===== src/rtl/fuel_gauge_pkg.sv =====
// Shared types and helpers for the fuel gauge: controller state, bar-pattern builder, fixed segment codes.
// Segment bit SEGS-1 is segment a (top of the bar), bit 0 is segment g.
package fuel_gauge_pkg;

    typedef enum logic {
        EMPTY = 1'b0,
        RUN   = 1'b1
    } state_e;

    localparam int SEGS_MAX = 32;

    // Battery-mode indication: segment g alone.
    localparam logic [SEGS_MAX-1:0] SEG_G_ONLY = 32'h0000_0001;

    // A bar of this length lights segment a alone.
    localparam int SEG_A_ONLY = 1;

    // Lights the top n of segs bits; callers size-cast the result to their SEGS width.
    function automatic logic [SEGS_MAX-1:0] bar_pattern(input int segs, input int n);
        logic [SEGS_MAX-1:0] p;
        p = '0;
        for (int i = 0; i < SEGS_MAX; i++) begin
            p[i] = (i < segs) && (i >= segs - n);
        end
        return p;
    endfunction

endpackage


===== src/rtl/fuel_avg.sv =====
// Power-of-two moving average over the last 2^AVG_LOG2 strobed fuel samples.
// The first sample primes every window entry so the average is meaningful immediately.
module fuel_avg #(
    parameter int LVL_W    = 4,
    parameter int AVG_LOG2 = 2
) (
    input  logic             clk_i,
    input  logic             rst_i,
    input  logic             sample_i,
    input  logic [LVL_W-1:0] lvl_i,
    output logic [LVL_W-1:0] avg_o,
    output logic             primed_o
);

    localparam int DEPTH = 1 << AVG_LOG2;
    localparam int SUM_W = LVL_W + AVG_LOG2;
    localparam int PTR_W = (AVG_LOG2 > 0) ? AVG_LOG2 : 1;

    logic [LVL_W-1:0] win_q [DEPTH];
    logic [LVL_W-1:0] win_d [DEPTH];
    logic [SUM_W-1:0] sum_q, sum_d;
    logic [PTR_W-1:0] ptr_q, ptr_d;
    logic             primed_q, primed_d;

    always_comb begin
        win_d    = win_q;
        sum_d    = sum_q;
        ptr_d    = ptr_q;
        primed_d = primed_q;
        if (sample_i) begin
            if (!primed_q) begin
                for (int i = 0; i < DEPTH; i++) begin
                    win_d[i] = lvl_i;
                end
                sum_d    = SUM_W'(lvl_i) << AVG_LOG2;
                ptr_d    = '0;
                primed_d = 1'b1;
            end else begin
                // Modular arithmetic is exact: the true sum always fits in SUM_W bits.
                win_d[ptr_q] = lvl_i;
                sum_d        = sum_q + SUM_W'(lvl_i) - SUM_W'(win_q[ptr_q]);
                ptr_d        = (ptr_q == PTR_W'(DEPTH - 1)) ? '0 : ptr_q + PTR_W'(1);
            end
        end
    end

    always_ff @(posedge clk_i or posedge rst_i) begin
        if (rst_i) begin
            for (int i = 0; i < DEPTH; i++) begin
                win_q[i] <= '0;
            end
            sum_q    <= '0;
            ptr_q    <= '0;
            primed_q <= 1'b0;
        end else begin
            win_q    <= win_d;
            sum_q    <= sum_d;
            ptr_q    <= ptr_d;
            primed_q <= primed_d;
        end
    end

    assign avg_o    = LVL_W'(sum_q >> AVG_LOG2);
    assign primed_o = primed_q;

endmodule


===== src/rtl/fuel_gauge_ctrl.sv =====
// Smoothed fuel level to a registered 7-segment bar, with low-fuel blink and battery-mode override.
// Outputs reflect a sample one edge after it is strobed; every output is a flop.
module fuel_gauge_ctrl
    import fuel_gauge_pkg::*;
#(
    parameter int LVL_W      = 4,
    parameter int SEGS       = 7,
    parameter int STEP       = 2,
    parameter int AVG_LOG2   = 2,
    parameter int LOW_BARS   = 1,
    parameter int BLINK_HALF = 25000000
) (
    input  logic             Clk_in,
    input  logic             Rst_in,
    input  logic [LVL_W-1:0] FLvl_in,
    input  logic             Sample_in,
    input  logic             BMode_in,
    output logic [SEGS-1:0]  FGauge_out,
    output logic             LowFuel_out,
    output logic             Valid_out
);

    localparam int NW    = $clog2(SEGS + 1);
    localparam int CNT_W = (BLINK_HALF > 1) ? $clog2(BLINK_HALF) : 1;

    localparam logic [SEGS-1:0] SEG_A_PAT = SEGS'(bar_pattern(SEGS, SEG_A_ONLY));
    localparam logic [SEGS-1:0] SEG_G_PAT = SEGS'(SEG_G_ONLY);

    state_e           state_q, state_d;
    logic [CNT_W-1:0] cnt_q, cnt_d;
    logic             phase_off_q, phase_off_d;
    logic [SEGS-1:0]  fgauge_q, fgauge_d;
    logic             lowfuel_q, lowfuel_d;
    logic             valid_q, valid_d;

    logic [LVL_W-1:0] avg;
    logic             primed;
    int               n_full;
    logic [NW-1:0]    n;
    logic [SEGS-1:0]  bar;
    logic             run;
    logic             low;

    fuel_avg #(
        .LVL_W    (LVL_W),
        .AVG_LOG2 (AVG_LOG2)
    ) u_avg (
        .clk_i    (Clk_in),
        .rst_i    (Rst_in),
        .sample_i (Sample_in),
        .lvl_i    (FLvl_in),
        .avg_o    (avg),
        .primed_o (primed)
    );

    // Bar length is ceil(avg / STEP), clipped to the number of segments.
    always_comb begin
        n_full = (int'(avg) + STEP - 1) / STEP;
        n      = (n_full > SEGS) ? NW'(SEGS) : NW'(n_full);
        bar    = SEGS'(bar_pattern(SEGS, int'(n)));
    end

    always_comb begin
        state_d     = state_q;
        cnt_d       = '0;
        phase_off_d = 1'b0;
        fgauge_d    = '0;
        lowfuel_d   = 1'b0;
        valid_d     = 1'b0;

        if (state_q == EMPTY && Sample_in) begin
            state_d = RUN;
        end

        run = (state_q == RUN) && primed;
        low = run && !BMode_in && (int'(n) <= LOW_BARS);

        // Leaving low parks the blinker in the ON phase so re-entry always starts lit.
        if (low) begin
            if (cnt_q == CNT_W'(BLINK_HALF - 1)) begin
                phase_off_d = !phase_off_q;
            end else begin
                cnt_d       = cnt_q + CNT_W'(1);
                phase_off_d = phase_off_q;
            end
        end

        if (run) begin
            valid_d = 1'b1;
            if (BMode_in) begin
                fgauge_d = SEG_G_PAT;
            end else if (low) begin
                lowfuel_d = 1'b1;
                if (!phase_off_q) begin
                    fgauge_d = (n == '0) ? SEG_A_PAT : bar;
                end
            end else begin
                fgauge_d = bar;
            end
        end
    end

    always_ff @(posedge Clk_in or posedge Rst_in) begin
        if (Rst_in) begin
            state_q     <= EMPTY;
            cnt_q       <= '0;
            phase_off_q <= 1'b0;
            fgauge_q    <= '0;
            lowfuel_q   <= 1'b0;
            valid_q     <= 1'b0;
        end else begin
            state_q     <= state_d;
            cnt_q       <= cnt_d;
            phase_off_q <= phase_off_d;
            fgauge_q    <= fgauge_d;
            lowfuel_q   <= lowfuel_d;
            valid_q     <= valid_d;
        end
    end

    assign FGauge_out  = fgauge_q;
    assign LowFuel_out = lowfuel_q;
    assign Valid_out   = valid_q;

endmodule


===== config.mk =====
export PLATFORM = sky130hd
export DESIGN_NAME = fuel_gauge_ctrl
export DESIGN_NICKNAME = d
export VERILOG_FILES = /design/src/rtl/fuel_gauge_pkg.sv /design/src/rtl/fuel_avg.sv /design/src/rtl/fuel_gauge_ctrl.sv
export SDC_FILE = /design/constraint.sdc
export NUM_CORES = 1
export LEC_CHECK = 0
export BUFFER_PORTS_ARGS = -buffer_cell sky130_fd_sc_hd__buf_2
export CAP_MARGIN = 20
export CORE_MARGIN = 10
export CORE_UTILIZATION = 45
export DETAILED_ROUTE_END_ITERATION = 6
export MAX_ROUTING_LAYER = met4
export PLACE_DENSITY = 0.71
export SYNTH_ARGS = -nofsm -noshare
export SYNTH_HDL_FRONTEND = slang
export SYNTH_SLANG_ARGS = --single-unit

===== constraint.sdc =====
create_clock -name Clk_in -period 3.01 [get_ports Clk_in]
set_clock_uncertainty 0.15 [all_clocks]
set_input_delay 0 -clock Clk_in [delete_from_list [all_inputs] [get_ports Clk_in]]
set_output_delay 0 -clock Clk_in [all_outputs]
set_load 0.005 [all_outputs]

==> metrics, run 1 <==
die height=106 microns; status=finished clean; clock sinks=61; Final ANT Viol Nets=0; multi-input combinational cell area=1600 sq um; final setup vio count=0; Cell Chain, Critical Path=mux4_2 -> fa_1 -> inv_2 -> ha_1 -> a21o_1 -> o21ba_2 -> o221a_2 -> a211o_1; drt initial violations=181; Buffers on Ports=16; Yosys warnings=0; full die area=11100 sq um; Seq/Total Area, Yosys=0.464; post-synthesis cell count=311; total gr overflow=0; synth top area cells=dfrtp_1, ha_1, o21ai_0; RSZ-0062 raised after global routing=no; IO Pins=17; distinct cell type count after synthesis=52; Fin Setup TNS=0 ps; DRC violation count after routing=0; area fraction of the dominant cell type after synthesis=0.464; Slew HR=0.639; P per Cell Area=920 nW/um^2; count leader, synth=dfrtp_1; crit-path leading delay family=compound AO/OA/AOI/OAI gates; Clock Root Buffer=clkbuf_8; DPL Wire Length=4390 microns; flop-to-flop setup slack=90 ps; Hold Path Class=primary input to asynchronous set/reset pin; Final GP Congestion=0.834; DP Worst Slack=20.9 ps; CP Launch Type=register; TritonCTS buffer count=9; initial antenna violation count=0; Area Growth Syn to Fin=13.7%; max-cap viol count=0; Reg clk slew, reported paths=70 ps; peak supply drop=0.000338 V; CP peak stage delay=530 ps; CP max-delay cell=mux4_2; CTS tree=yes; PnR worst setup slack=89.2 ps; Critical Path Fanout Max=4; routed via count=2388; reg2reg start=u_avg.ptr_q[0]; Worst-Skew Late Latency=340 ps; Data required, critical path=3090 ps; Worst Path Buf+Inv=1; #FFs+latches synth=61; pin count of the biggest net entering global routing=44; CTS Buffer Depth=2; Data arrival, critical path=3000 ps; # rows=31; reg2reg path depth=8; fin crit share=0.970; DR pass1 iterations=4; storage element area=1530 sq um; wire per inst=14.5 microns; crit path time final=2920 ps; Fmax achieved=342 MHz; syn_area_per_cell=10.6 sq um; GRT Util Overall=0.127; drt total wl=6400 microns; layout cells sized above 1=0.208; Post-synth EDFFs=0; Avg Vias per Cell=5.41; mapped cell area=3290 sq um; CP endpoint kind=register; fin. max-slew vios=0; core area=7180 sq um; area leader, netlist=dfrtp_1; Leak Pwr=1.67 nW; top_reg_cell synth=dfrtp_1; Synth async-reset ratio=1.00; reg2reg end=u_avg.sum_q[5]; # diodes=0; vias in the first global route=2454; fillers=632; Chip Width=106 microns; Final #Nets=362; Synthesized Nets=336; final hold vios=0; Crit Path Category=register to register; Starting Density=0.459; synth cell count leaders=dfrtp_1, nand2_1, o21ai_0; first-pass GRT wire length=11600 microns; H-tree levels=3; Tightest Pin Transition=541 ps
==> how the worst max path moves through the flow <==
stage / from / endpoint / slack, ps / cells past startpoint
2_1_floorplan: u_avg.ptr_q[0] / u_avg.sum_q[5] / 20 / 9
3_3_place_gp: u_avg.ptr_q[0] / u_avg.sum_q[5] / 90 / 8
3_5_place_dp: u_avg.ptr_q[0] / u_avg.sum_q[5] / 20 / 8
4_1_cts: u_avg.ptr_q[0] / u_avg.sum_q[5] / 20 / 8
5_1_grt: u_avg.ptr_q[0] / u_avg.sum_q[5] / 9 / 8
6_report: u_avg.ptr_q[0] / u_avg.sum_q[5] / 90 / 8
==> what timing repair did <==
item | in CTS | in global routing
resized for setup | 0 | 3
setup buffers | 0 | 0
endpoints found under the setup margin | 0 | 2
endpoints found under the hold margin | 48 | 0
hold buffers | 7 | 0
==> where the power goes <==
part	switching (mW)	internal [mW]
sequential	0.149	1.03
clock	0.316	0.446
combinational	0.769	0.734
total	1.23	2.21
==> cell type report <==
type | count | area share
clock buffers | 12 | 0.0441
clock inverters | 4 | 0.0120
inverters | 24 | 0.0241
multi-input cells | 213 | 0.428
flip-flops and latches | 61 | 0.408
well taps | 99 | 0.0331
repair buffers | 28 | 0.0502
==> worst min-delay path: cells and delay by family <==
family	cells	cell delay, ps
buffers and inverters	3	940
==> state kept, by name (all words and copies together) (netlist names) <==
| name | count |
|---|---|
| u_avg.ptr_q | 2 |
| u_avg.sum_q | 6 |
| state_q | 1 |
| cnt_q | 25 |
| FGauge_out | 7 |
| u_avg.primed_o | 1 |
| Valid_out | 1 |
| u_avg.win_q | 16 |
| phase_off_q | 1 |
| LowFuel_out | 1 |
==> stage by stage <==
step	cells	area (sq um)	hold WS, ps	util	power [mW]
after floorplan	311	3290	-19.4	-	2.33
after global placement	418	3460	-141	0.482	2.61
after detailed placement	418	3460	-135	0.482	2.66
after CTS	441	3740	48.1	0.521	3.44
after global routing	441	3740	101	0.522	3.73
final	441	3740	41.3	0.522	3.44
==> routing by layer <==
layer  GRT usage  vias up  part of all wire
met5           -        -                 0
met4      0.0590        0             0.026
met3      0.0329       17             0.040
met2       0.187       37              0.46
met1       0.161     1143              0.48
li1            -     1191                 -
==> cell families after synthesis <==
group / count (synthesis) / share of synthesized area
simple gates: 104 / 0.185
compound gates: 69 / 0.146
flops: 61 / 0.464
buf+inv: 37 / 0.0506
fa+ha+maj: 17 / 0.0737
xor+xnor: 15 / 0.0399
mux: 8 / 0.0410
==> cells in the final DEF (no fill, tap or decap), types with 6 or more instances in the layout <==
cell	n
ha_1	13
a211oi_1	6
a211oi_2	6
clkbuf_8	12
xor2_1	13
buf_2	16
o31ai_1	7
or4_1	7
dlygate4sd3_1	7
nor2_1	7
inv_1	22
o21ai_0	25
dfrtp_1	60
nand4_1	6
nor3_1	16
nand2_1	26
nand3_1	12
(Power assumes the default switching activity.)
==> run 2: changes to the inputs <==
--- a/config.mk
+++ b/config.mk
@@ -11,7 +11,7 @@
 export CORE_UTILIZATION = 45
 export DETAILED_ROUTE_END_ITERATION = 6
 export MAX_ROUTING_LAYER = met4
-export PLACE_DENSITY = 0.71
+export PLACE_DENSITY = 0.69
 export SYNTH_ARGS = -nofsm -noshare
 export SYNTH_HDL_FRONTEND = slang
 export SYNTH_SLANG_ARGS = --single-unit
==> constraint.sdc (replaced) <==
create_clock -name Clk_in -period 3 [get_ports Clk_in]
set_clock_uncertainty 0.15 [all_clocks]
set_input_delay 0 -clock Clk_in [delete_from_list [all_inputs] [get_ports Clk_in]]
set_output_delay 0 -clock Clk_in [all_outputs]
set_load 0.005 [all_outputs]
==> run 2 against run 1 <==
Hold slack lost 24 ps; via count increased by 2.8%; final area grew 1.2%; non-clock buffer count rose by 2; register-to-register slack gained 50 ps; clock power rose by 7.5%; highest routed layer unchanged; fmax rose by 2.1%; die area is the same; cell count increased by 0.45%; clock-buffer cell count is 3 lower; routed wire length rose by 0.31%; worst setup slack better by 51 ps.
==> metrics, run 2 (synthesis results as in run 1) <==
status=finished clean; clock sinks=61; # diodes=0; Final #Nets=364; # rows=31; dpl cells=419; Area Growth Syn to Fin=15.1%; H-tree levels=3; DR pass1 iterations=5; CTS Buffer Depth=2; Chip Width=106 microns; P per Cell Area=948 nW/um^2; peak supply drop=0.000449 V; layout cells sized above 1=0.215; crit path time final=2860 ps; CP max-delay cell=mux4_2; TritonCTS buffer count=9; Buffers on Ports=16; drt total wl=6420 microns; crit-path leading delay family=adder cells; die height=106 microns; core area=7180 sq um; max-cap viol count=0; max reg flops=25; Data arrival, critical path=2940 ps; final instance area=3790 sq um; Reg clk slew, reported paths=80 ps; Slew HR=0.618; drt initial violations=134; CP Launch Type=register; Cell Chain, Critical Path=mux4_2 -> fa_1 -> inv_1 -> ha_1 -> o21ai_0 -> o21ba_4 -> o221a_2 -> a211o_1; Clock Root Buffer=clkbuf_8; fin crit share=0.953; full die area=11100 sq um; final setup vio count=0; Data required, critical path=3080 ps; wire per inst=14.5 microns; Layout Cells excl Fill=443; commonest cells after routing, fill and taps aside=dfrtp_1, nand2_1, o21ai_0; Crit Path Category=register to register; final total power=3.59 mW; Final Util=0.528; initial antenna violation count=0; Leak Pwr=1.67 nW; most common cell after layout, fill and taps aside=dfrtp_1; DRC violation count after routing=0; Fmax achieved=350 MHz; Biggest register=cnt_q; Critical Path Fanout Max=4; CP endpoint kind=register; Hold Path Class=primary input to asynchronous set/reset pin; first-pass GRT wire length=11300 microns; CTS tree=yes; pin count of the biggest net entering global routing=47; Starting Density=0.459; Worst Path Buf+Inv=1; final hold vios=0; DPL Wire Length=4370 microns; Final ANT Viol Nets=0; Tightest Pin Transition=573 ps; IO Pins=17; CP peak stage delay=520 ps; Worst-Skew Late Latency=340 ps; fillers=611; fin. max-slew vios=0; Final GP Congestion=0.836; vias in the first global route=2396; Avg Vias per Cell=5.54; total gr overflow=0; routed via count=2455; dpl cell area=3460 sq um; GRT Util Overall=0.125
-- run 2: cell types whose count changed in the layout (fill, tap and decap cells not counted), sizes merged --
cell and delta:
buf +2, bufinv +1, clkbuf -3, clkinvlp +1, inv +1
-- run 2: through the flow --
stage               hold slack [ps]  TNS (ps)  setup slack [ps]
floorplan                     -19.4         0              10.3
global placement               -170         0              78.0
detailed placement             -165         0              31.8
CTS                            16.8         0              9.47
global route                   56.1     -5.64             -5.64
finish                         16.9         0               140
-- run 2: worst reg2reg max path, delay by kind of cell (launching register included) --
family / cells / cell delay, ps
buffers and inverters: 1 / 40
AOI/OAI and AO/OA: 4 / 810
DFF: 1 / 410
adders and majority gates: 2 / 820
muxes: 1 / 520
-- run 2: routing by layer --
metal / global-route usage / share of wire / routed length [microns] / up-vias
li1: - / - / - / 1184
met4: 0.0629 / 0.015 / 95 / 0
met3: 0.0274 / 0.040 / 255 / 5
met1: 0.158 / 0.48 / 3070 / 1211
met5: - / 0 / 0 / -
met2: 0.186 / 0.47 / 3000 / 55
-- run 2: layout make-up --
class / instances / area, sq um / share of cell area
tap: 99 / 124 / 0.0327
timing repair buffer: 30 / 203 / 0.0535
clock inverter: 7 / 98.8 / 0.0261
multi-input combinational: 213 / 1620 / 0.428
inverter: 24 / 90.1 / 0.0238
sequential: 61 / 1530 / 0.403
clock buffer: 9 / 124 / 0.0327
-- run 2: path summary, 6_finish.rpt --
kind                                start             end  slack [ps]  cells after the start
setup / recovery           u_avg.ptr_q[0]  u_avg.sum_q[5]         140                      8
hold / removal                     Rst_in  u_avg.win_q[0]          20                      3
setup reg to reg           u_avg.ptr_q[0]  u_avg.sum_q[5]         140                      8
hold reg to reg                   state_q         state_q         320                      1
max in group asynchronous          Rst_in  u_avg.ptr_q[0]        1780                      4
min in group Clk_in              BMode_in   FGauge_out[0]         300                      3
-- run 2: timing repair --
item / 4_1_cts / 5_1_grt
setup buffers: 0 / 1
endpoints found under the hold margin: 45 / 0
resized for setup: 0 / 5
endpoints found under the setup margin: 0 / 2
hold buffers: 7 / 0
-- run 2: report_power, final --
group | total [mW] | switching (mW) | internal (mW)
Combinational | 1.59 | 0.801 | 0.791
Sequential | 1.18 | 0.150 | 1.03
Clock | 0.819 | 0.347 | 0.472
Total | 3.59 | 1.30 | 2.29
==> run 3: changes to the inputs <==
--- a/config.mk
+++ b/config.mk
@@ -7,11 +7,14 @@
 export LEC_CHECK = 0
 export BUFFER_PORTS_ARGS = -buffer_cell sky130_fd_sc_hd__buf_2
 export CAP_MARGIN = 20
+export CELL_PAD_IN_SITES_DETAIL_PLACEMENT = 1
+export CELL_PAD_IN_SITES_GLOBAL_PLACEMENT = 2
 export CORE_MARGIN = 10
-export CORE_UTILIZATION = 45
+export CORE_UTILIZATION = 42
+export CTS_BUF_LIST = sky130_fd_sc_hd__clkbuf_2 sky130_fd_sc_hd__clkbuf_4 sky130_fd_sc_hd__clkbuf_8
 export DETAILED_ROUTE_END_ITERATION = 6
 export MAX_ROUTING_LAYER = met4
-export PLACE_DENSITY = 0.69
+export PLACE_DENSITY = 0.89
 export SYNTH_ARGS = -nofsm -noshare
 export SYNTH_HDL_FRONTEND = slang
 export SYNTH_SLANG_ARGS = --single-unit
==> run 3 against run 2 <==
Fmax is 1.1% lower; critical endpoint is now u_avg.sum_q[4]; routed wire length increased by 18%; non-clock buffer count decreased by 1; die area rose by 5.8%.
==> metrics, run 3 (synthesis results as in run 1) <==
DR pass1 iterations=4; Critical Path Fanout Max=5; Biggest register=cnt_q; full die area=11800 sq um; Buffers on Ports=16; DPL Wire Length=5110 microns; Chip Width=109 microns; Final #Nets=363; layout cells sized above 1=0.216; met3 WL=208 microns; Clock Root Buffer=clkbuf_8; max reg flops=25; crit path time final=2890 ps; Area Growth Syn to Fin=14.3%; routed via count=2485; drt total wl=7580 microns; crit-path leading delay family=adder cells; P per Cell Area=955 nW/um^2; wire per inst=17.0 microns; DRC violation count after routing=0; max-cap viol count=0; Reg clk slew, reported paths=70 ps; total gr overflow=0; commonest cells after routing, fill and taps aside=dfrtp_1, nand2_1, o21ai_0; Final GP Congestion=0.775; Worst-Skew Late Latency=330 ps; multi-input combinational cell area=1630 sq um; CTS tree=yes; final setup vio count=0; clock sinks=61; Crit Path Category=register to register; CP peak stage delay=510 ps; hold slack=31.9 ps; most common cell after layout, fill and taps aside=dfrtp_1; DR top layer=met4; Leak Pwr=1.66 nW; met2 WL=3860 microns; CP max-delay cell=mux4_2; Slew HR=0.616; CP Launch Type=register; Starting Density=0.428; Cell Chain, Critical Path=buf_4 -> mux4_2 -> ha_1 -> inv_1 -> ha_1 -> fa_1 -> a21o_1 -> a21oi_2 -> xor2_1 -> o21ai_0; pin count of the biggest net entering global routing=46; # diodes=0; final total power=3.59 mW; GRT Util Overall=0.142; drt initial violations=80; flop-to-flop setup slack=110 ps; WL met1=3410 microns; Hold Path Class=primary input to asynchronous set/reset pin; Data required, critical path=3070 ps; PnR worst setup slack=108 ps; Worst path most repeated cell=ha_1; core area=7690 sq um; initial antenna violation count=0; # rows=32; Avg Vias per Cell=5.58; peak supply drop=0.000441 V; CTS Buffer Depth=2; reg2reg end=u_avg.sum_q[4]; Data arrival, critical path=2960 ps; storage element area=1530 sq um; Worst Path Buf+Inv=2; die height=109 microns; DP Worst Slack=-1.49 ps; final hold vios=0; first-pass GRT wire length=13000 microns; TritonCTS buffer count=9; Final ANT Viol Nets=0; reg2reg path depth=10; CP endpoint kind=register; H-tree levels=3; status=finished clean; final instance area=3760 sq um; Tightest Pin Transition=576 ps; vias in the first global route=2666; reg2reg start=u_avg.ptr_q[0]; RSZ-0062 raised after global routing=no; fillers=879; fin crit share=0.964; dpl cell area=3460 sq um; IO Pins=17; Fmax achieved=346 MHz; Fin Setup TNS=0 ps; fin. max-slew vios=0
==> run 3: power by group <==
part / internal [mW] / leakage, nW / switching, mW
clock network: 0.382 / 0.101 / 0.313
logic: 0.842 / 0.778 / 0.874
registers: 1.03 / 0.783 / 0.149
total: 2.26 / 1.66 / 1.34
==> run 3: through the flow <==
| step | std cells | util |
|---|---|---|
| 2_1_floorplan | 311 | - |
| 3_3_place_gp | 421 | 0.450 |
| 3_5_place_dp | 421 | 0.450 |
| 4_1_cts | 444 | 0.484 |
| 5_1_grt | 445 | 0.489 |
| 6_report | 445 | 0.489 |
==> run 3: how the worst max path moves through the flow <==
stage | start | slack [ps] | end | cells past startpoint
2_1_floorplan | u_avg.ptr_q[0] | 10 | u_avg.sum_q[5] | 9
3_3_place_gp | u_avg.ptr_q[0] | 70 | u_avg.sum_q[5] | 8
3_5_place_dp | u_avg.ptr_q[0] | -1 | u_avg.sum_q[5] | 8
4_1_cts | u_avg.ptr_q[0] | 30 | u_avg.sum_q[5] | 8
5_1_grt | u_avg.ptr_q[0] | 1 | u_avg.sum_q[4] | 8
6_report | u_avg.ptr_q[0] | 110 | u_avg.sum_q[4] | 10
==> run 3: what timing repair did <==
| action | in CTS | in global routing |
|---|---|---|
| pin swaps | 0 | 2 |
| gates resized for setup | 1 | 6 |
| hold buffers | 7 | 0 |
| endpoints found under the hold margin | 45 | 0 |
| setup buffers | 0 | 1 |
| endpoints found under the setup margin | 1 | 2 |
==> run 3: cell type report <==
cell class / count / area share
Multi-Input combinational cell: 213 / 0.434
Sequential cell: 61 / 0.406
Timing Repair Buffer: 29 / 0.0519
Clock buffer: 15 / 0.0482
Tap cell: 102 / 0.0339
Inverter: 24 / 0.0240
Clock inverter: 1 / 0.00133
==> run 3: metal layers <==
metal / vias up / global-route usage
met5: - / -
met4: 0 / 0.0584
met3: 11 / 0.0274
met2: 29 / 0.230
met1: 1266 / 0.171
li1: 1179 / -
==> run 3: worst min-delay path, cell delays in order <==
cell	delay, ps
dlygate4sd3_1	520
buf_2	120
inv_2	280
